==> src/rtl/rf_wb_arbiter_if.sv <==
// Register-file write-back bus. It carries the pipeline write-back, the multi-cycle
// valid/ready handshake, the merged RF write port, the pending mask and the error flag.
interface rf_wb_if #(
  parameter int DATA_W = 16,
  parameter int SEL_W  = 3
);
  logic                  pipe_wr_en;
  logic [SEL_W-1:0]      pipe_wr_sel;
  logic [DATA_W-1:0]     pipe_wr_data;
  logic                  mc_valid;
  logic [SEL_W-1:0]      mc_sel;
  logic [DATA_W-1:0]     mc_data;
  logic                  mc_ready;
  logic                  write;
  logic [SEL_W-1:0]      writeregsel;
  logic [DATA_W-1:0]     writedata;
  logic [2**SEL_W-1:0]   pend_mask;
  logic                  err;

  modport master (
    output pipe_wr_en, pipe_wr_sel, pipe_wr_data, mc_valid, mc_sel, mc_data,
    input  mc_ready, write, writeregsel, writedata, pend_mask, err
  );

  modport slave (
    input  pipe_wr_en, pipe_wr_sel, pipe_wr_data, mc_valid, mc_sel, mc_data,
    output mc_ready, write, writeregsel, writedata, pend_mask, err
  );
endinterface

==> src/rtl/rf_wb_arbiter.sv <==
// Merges the never-stalling pipeline write-back and a FIFO-buffered multi-cycle unit
// onto one RF write port, with WAW squash, a pending-register mask and a starvation flag.
module rf_wb_arbiter #(
  parameter int DATA_W     = 16,
  parameter int SEL_W      = 3,
  parameter int DEPTH      = 2,
  parameter int STARVE_MAX = 15
) (
  input  logic   clk,
  input  logic   rst,
  rf_wb_if.slave bus
);
  localparam int PTR_W = (DEPTH > 1) ? $clog2(DEPTH) : 1;
  localparam int CNT_W = $clog2(DEPTH + 1);
  localparam int STV_W = $clog2(STARVE_MAX + 1);
  localparam int NREG  = 2**SEL_W;

  typedef struct packed {
    logic              live;
    logic [SEL_W-1:0]  sel;
    logic [DATA_W-1:0] data;
  } ent_t;

  ent_t             fifo [DEPTH];
  logic [PTR_W-1:0] rd_ptr, wr_ptr;
  logic [CNT_W-1:0] count;
  logic [STV_W-1:0] starve;
  logic             err_q;

  logic             full, empty, push, pop;
  logic [NREG-1:0]  pm;
  ent_t             head;

  assign full  = (count == CNT_W'(DEPTH));
  assign empty = (count == '0);
  assign head  = fifo[rd_ptr];

  // Pipeline always wins the port; the FIFO head only drains in idle pipe slots.
  assign push = bus.mc_valid && !full && !rst;
  assign pop  = !bus.pipe_wr_en && !empty && !rst;

  always_ff @(posedge clk) begin
    if (rst) begin
      rd_ptr <= '0;
      wr_ptr <= '0;
      count  <= '0;
      starve <= '0;
      err_q  <= 1'b0;
      for (int i = 0; i < DEPTH; i++) fifo[i].live <= 1'b0;
    end else begin
      // Squash first so an entry enqueued on this same edge keeps its live bit.
      for (int i = 0; i < DEPTH; i++)
        if (bus.pipe_wr_en && fifo[i].sel == bus.pipe_wr_sel) fifo[i].live <= 1'b0;
      if (pop) begin
        fifo[rd_ptr].live <= 1'b0;
        rd_ptr            <= rd_ptr + PTR_W'(1);
      end
      if (push) begin
        fifo[wr_ptr] <= '{live: 1'b1, sel: bus.mc_sel, data: bus.mc_data};
        wr_ptr       <= wr_ptr + PTR_W'(1);
      end
      count <= count + CNT_W'(push) - CNT_W'(pop);

      if (pop)
        starve <= '0;
      else if (full && bus.pipe_wr_en && starve != STV_W'(STARVE_MAX))
        starve <= starve + STV_W'(1);
      if (full && bus.pipe_wr_en && starve >= STV_W'(STARVE_MAX - 1))
        err_q <= 1'b1;
    end
  end

  // Live bits are cleared on pop, so only occupied slots can contribute.
  always_comb begin
    pm = '0;
    for (int i = 0; i < DEPTH; i++)
      if (fifo[i].live) pm[fifo[i].sel] = 1'b1;
  end

  always_comb begin
    bus.write       = 1'b0;
    bus.writeregsel = '0;
    bus.writedata   = '0;
    if (!rst) begin
      if (bus.pipe_wr_en) begin
        bus.write       = 1'b1;
        bus.writeregsel = bus.pipe_wr_sel;
        bus.writedata   = bus.pipe_wr_data;
      end else if (!empty) begin
        bus.write       = head.live;
        bus.writeregsel = head.sel;
        bus.writedata   = head.data;
      end
    end
  end

  assign bus.mc_ready  = !full && !rst;
  assign bus.pend_mask = rst ? '0 : pm;
  assign bus.err       = err_q;
endmodule

==> src/flat_wrapper.sv <==
// flat-port wrapper written by rule: the top's interface ports become plain ports
module rf_wb_arbiter_flat 
#(
  parameter int DATA_W     = 16,
  parameter int SEL_W      = 3,
  parameter int DEPTH      = 2,
  parameter int STARVE_MAX = 15
)
  (clk, rst, bus_pipe_wr_en, bus_pipe_wr_sel, bus_pipe_wr_data, bus_mc_valid, bus_mc_sel, bus_mc_data, bus_mc_ready, bus_write, bus_writeregsel, bus_writedata, bus_pend_mask, bus_err);
  rf_wb_if #(.DATA_W(DATA_W), .SEL_W(SEL_W)) bus_i ();
  input  logic clk;
  input  logic rst;
  input wire logic [$bits(bus_i.pipe_wr_en)-1:0] bus_pipe_wr_en;
  input wire logic [$bits(bus_i.pipe_wr_sel)-1:0] bus_pipe_wr_sel;
  input wire logic [$bits(bus_i.pipe_wr_data)-1:0] bus_pipe_wr_data;
  input wire logic [$bits(bus_i.mc_valid)-1:0] bus_mc_valid;
  input wire logic [$bits(bus_i.mc_sel)-1:0] bus_mc_sel;
  input wire logic [$bits(bus_i.mc_data)-1:0] bus_mc_data;
  output wire logic [$bits(bus_i.mc_ready)-1:0] bus_mc_ready;
  output wire logic [$bits(bus_i.write)-1:0] bus_write;
  output wire logic [$bits(bus_i.writeregsel)-1:0] bus_writeregsel;
  output wire logic [$bits(bus_i.writedata)-1:0] bus_writedata;
  output wire logic [$bits(bus_i.pend_mask)-1:0] bus_pend_mask;
  output wire logic [$bits(bus_i.err)-1:0] bus_err;
  assign bus_i.pipe_wr_en = bus_pipe_wr_en;
  assign bus_i.pipe_wr_sel = bus_pipe_wr_sel;
  assign bus_i.pipe_wr_data = bus_pipe_wr_data;
  assign bus_i.mc_valid = bus_mc_valid;
  assign bus_i.mc_sel = bus_mc_sel;
  assign bus_i.mc_data = bus_mc_data;
  assign bus_mc_ready = bus_i.mc_ready;
  assign bus_write = bus_i.write;
  assign bus_writeregsel = bus_i.writeregsel;
  assign bus_writedata = bus_i.writedata;
  assign bus_pend_mask = bus_i.pend_mask;
  assign bus_err = bus_i.err;
  rf_wb_arbiter #(.DATA_W(DATA_W), .SEL_W(SEL_W), .DEPTH(DEPTH), .STARVE_MAX(STARVE_MAX)) u_core (.clk(clk), .rst(rst), .bus(bus_i));
endmodule
==> config.mk <==
export PLATFORM = sky130hd
export DESIGN_NAME = rf_wb_arbiter_flat
export DESIGN_NICKNAME = d
export VERILOG_FILES = /design/src/rtl/rf_wb_arbiter_if.sv /design/src/rtl/rf_wb_arbiter.sv /design/src/flat_wrapper.sv
export SDC_FILE = /design/constraint.sdc
export NUM_CORES = 1
export LEC_CHECK = 0
export BUFFER_PORTS_ARGS = -buffer_cell sky130_fd_sc_hd__buf_4
export CORE_ASPECT_RATIO = 1.1
export CORE_MARGIN = 1
export CORE_UTILIZATION = 46
export DETAILED_ROUTE_END_ITERATION = 6
export PLACE_DENSITY = 0.76
export SLEW_MARGIN = 20
export SYNTH_ARGS = -nofsm -noshare
export SYNTH_HDL_FRONTEND = slang
export SYNTH_SLANG_ARGS = --single-unit
export TNS_END_PERCENT = 1
==> constraint.sdc <==
create_clock -name clk -period 2.26 [get_ports clk]
set_clock_uncertainty 0.15 [all_clocks]
set_input_delay 0.226 -clock clk [delete_from_list [all_inputs] [get_ports clk]]
set_output_delay 0.226 -clock clk [all_outputs]
set_load 0.02 [all_outputs]
==> flow_metrics.tcl <==
set metrics [dict create \
    ctsResizeCount 0 \
    r2r_start "u_core.count[1]" \
    clk-insertion-delay-late_ns 0.30 \
    cp.arrival_ns 1.75 \
    stdcell_count 361 \
    rsz0062_at_grt "no" \
    crit_type "reg2out" \
    seq_power_share_pct 49.8 \
    cts_tree "yes" \
    die_h_um 77.4 \
    crit_path_end_kind "output port" \
    multi_input_area_sq_um 923 \
    ir_drop_mv 0.454 \
    layout.nets 348 \
    yosys-top-cells-area "edfxtp_1 48%, dfxtp_1 10%, mux2i_1 8.0%" \
    netlist.area_leader.share_pct 48.0 \
    layout_common_cells "75 x buf_4, 38 x edfxtp_1, 23 x nand2_1, 22 x o21ai_0" \
    synth.yosys.seq_area_share_pct 58.1 \
    grt_max_degree 22 \
    slew_viol_final 0 \
    path_clk_slew_ns 0.09 \
    drt-initial-drc-count 91 \
    yosys_warnings 0 \
    violations "DRC" \
    fp.coreArea_sq_um 5000 \
    maxCapViolations 0 \
    relSlewSlack_pct 70.8 \
    placementRows 27 \
    final_util_pct 65.9 \
    syn_area_sq_um 2380 \
    wl_per_cell_um 13.8 \
    htree_levels 2 \
    hold_viol_final 0 \
    critPathMaxFanout 19 \
    drt_drc_violations_left 10 \
    layout_commonest_cell "buf_4" \
    die-area_sq_um 5460 \
    status "finished, violations left" \
    pre_cts_ws_ns 0.403 \
    setup_slack_ns 0.136 \
    worstHoldPathCells 2 \
    syn_area_per_cell_sq_um 11.4 \
    critPathRequiredTime_ns 1.88 \
    hold_start "rst" \
    leakagePower_nw 1.28 \
    viasPerCell 5.23 \
    overflow 0 \
    place.gp.congestion 0.857 \
    antenna_cells 0 \
    start_kind "flip-flop" \
    dp_cells 334 \
    fill_cells 394 \
    whs_ns 0.105 \
    period_needed_ns 2.12 \
    setup_viol 0 \
    switchingPower_w 0.000585 \
    synth_nets 255 \
    r2r_end "u_core.count[0]" \
    regArea_sq_um 1380 \
    grt_pass1_vias 1757 \
    syn_inst 209 \
    antenna_left 0 \
    swShare_pct 26.4 \
    p_clk_share_pct 27.6 \
    drive_above_1_share_pct 28.7 \
    num_io_pins 72 \
    r2r_slack_ns 0.40 \
    hold_path_end "u_core.count[1]" \
    synth_area_leader_cell "edfxtp_1" \
    antenna_found_initial 0 \
    num_vias 1888 \
    post_cts_buffers 0 \
    grt_pass1_wl_um 8030 \
    post-route-period-util_pct 94.0 \
    fp.dieW_um 70.5 \
    syn2layout_area_growth_pct 38.6 \
    p_int_w 0.00163 \
    ys_types 39 \
    pwr-share-comb_pct 22.6 \
    io_buffers 71 \
    initial_core_util_pct 47.5 \
    reg2regPathDepth 7 \
    clock.fmax_mhz 471 \
    hp-class "in2reg" \
    setup_tns_ns 0 \
    critPathLaunch "u_core.count[1]" \
    grt_usage_pct 19.1 \
    tightest_slew_ns 0.438 \
    hpwlAfterDp_um 3370 \
    clockBufferDepth 2 \
    cts_buffers 5 \
    synth-seq-cells 50 \
    powerDensity_nw_per_um2 673 \
    totalWireLength_um 4980 \
    drt_pre_antenna_iters 6 \
    cts.sinks 50 \
    cts-root-buf "clkbuf_8" \
]
## timing repair
action                                  CTS  global route
hold buffers                             19             0
hold endpoints to repair                 38             0
endpoints found under the setup margin    0             0
## cells in the mapped netlist (all sizes together)
library cell,count
and2,2
clkbuf,2
inv,9
a21oi,11
nor4,2
nand3b,1
o21a,2
o21ai,22
xnor2,4
a22oi,3
o31a,1
nor3,1
nor2,9
o31ai,2
and3,1
mux2i,19
xor2,4
buf,7
a32oi,1
edfxtp,38
o21bai,1
o2bb2ai,1
ha,4
nand2,23
nor2b,8
or3,4
and2b,1
nand3,5
dfxtp,12
nand2b,2
nand4b,1
mux2,1
a41o,1
o211ai,2
nand4,2
## worst max path at each step
stage	to	slack (ns)	depth (start not counted)
after CTS	bus_writeregsel[1]	0.16	5
after global routing	bus_writeregsel[1]	0.01	5
after floorplan	u_core.fifo[1][0]	0.35	3
after global placement	u_core.fifo[1][4]	0.45	4
after detailed placement	u_core.fifo[1][7]	0.40	4
final	bus_writeregsel[1]	0.14	5
## worst max-delay path: stages, from the launching register on
cell and delay, ns:
dfxtp_1 0.44, o21bai_1 0.16, nand2b_1 0.19, buf_4 0.21, o21ai_0 0.25, buf_4 0.19
## routing by layer
layer / track usage, % / wire length [um] / vias up
li1: - / - / 940
met1: 23.2 / 2090 / 869
met2: 33.1 / 2550 / 70
met3: 2.73 / 234 / 9
met4: 9.80 / 98 / 0
met5: 0 / 0 / -
## cell type report
type	count	share of cell area, %
Inverter	9	1.03
Clock inverter	2	1.14
Timing Repair Buffer	95	23.5
Clock buffer	6	2.20
Tap cell	58	2.20
Multi-Input combinational cell	141	28.0
Sequential cell	50	41.9
## cells by family (layout without fill, tap and decap cells)
family	count (synthesis)	after routing	synth area share, %
mux	20	20	8.47
flops	50	50	58.1
compound gates	47	47	11.6
fa+ha+maj	4	4	2.11
buf+inv	18	112	3.42
simple gates	62	62	13.3
xor+xnor	8	8	2.95
## through the flow
step | area, sq um | power (W)
final | 3290 | 0.00222
after global placement | 2990 | 0.00159
after CTS | 3290 | 0.00223
after detailed placement | 2990 | 0.00160
after floorplan | 2390 | 0.00140
after global routing | 3290 | 0.00231
## power by group through the flow
stage	combinational [W]	clock (W)	sequential, W
after detailed placement	0.000474	0	0.00112
final	0.000501	0.000612	0.00110
after global placement	0.000468	0	0.00112
after floorplan	0.000302	0	0.00110
after CTS	0.000504	0.000624	0.00110
after global routing	0.000547	0.000656	0.00111
## sequential cells by signal, indices dropped and copies added, names as in the netlist, named ones only
| name | cells |
|---|---|
| u_core.bus.err | 1 |
| u_core.count | 2 |
| u_core.fifo | 40 |
| u_core.rd_ptr | 1 |
| u_core.starve | 4 |
| u_core.wr_ptr | 1 |
Power figures use the tool's default switching activity.
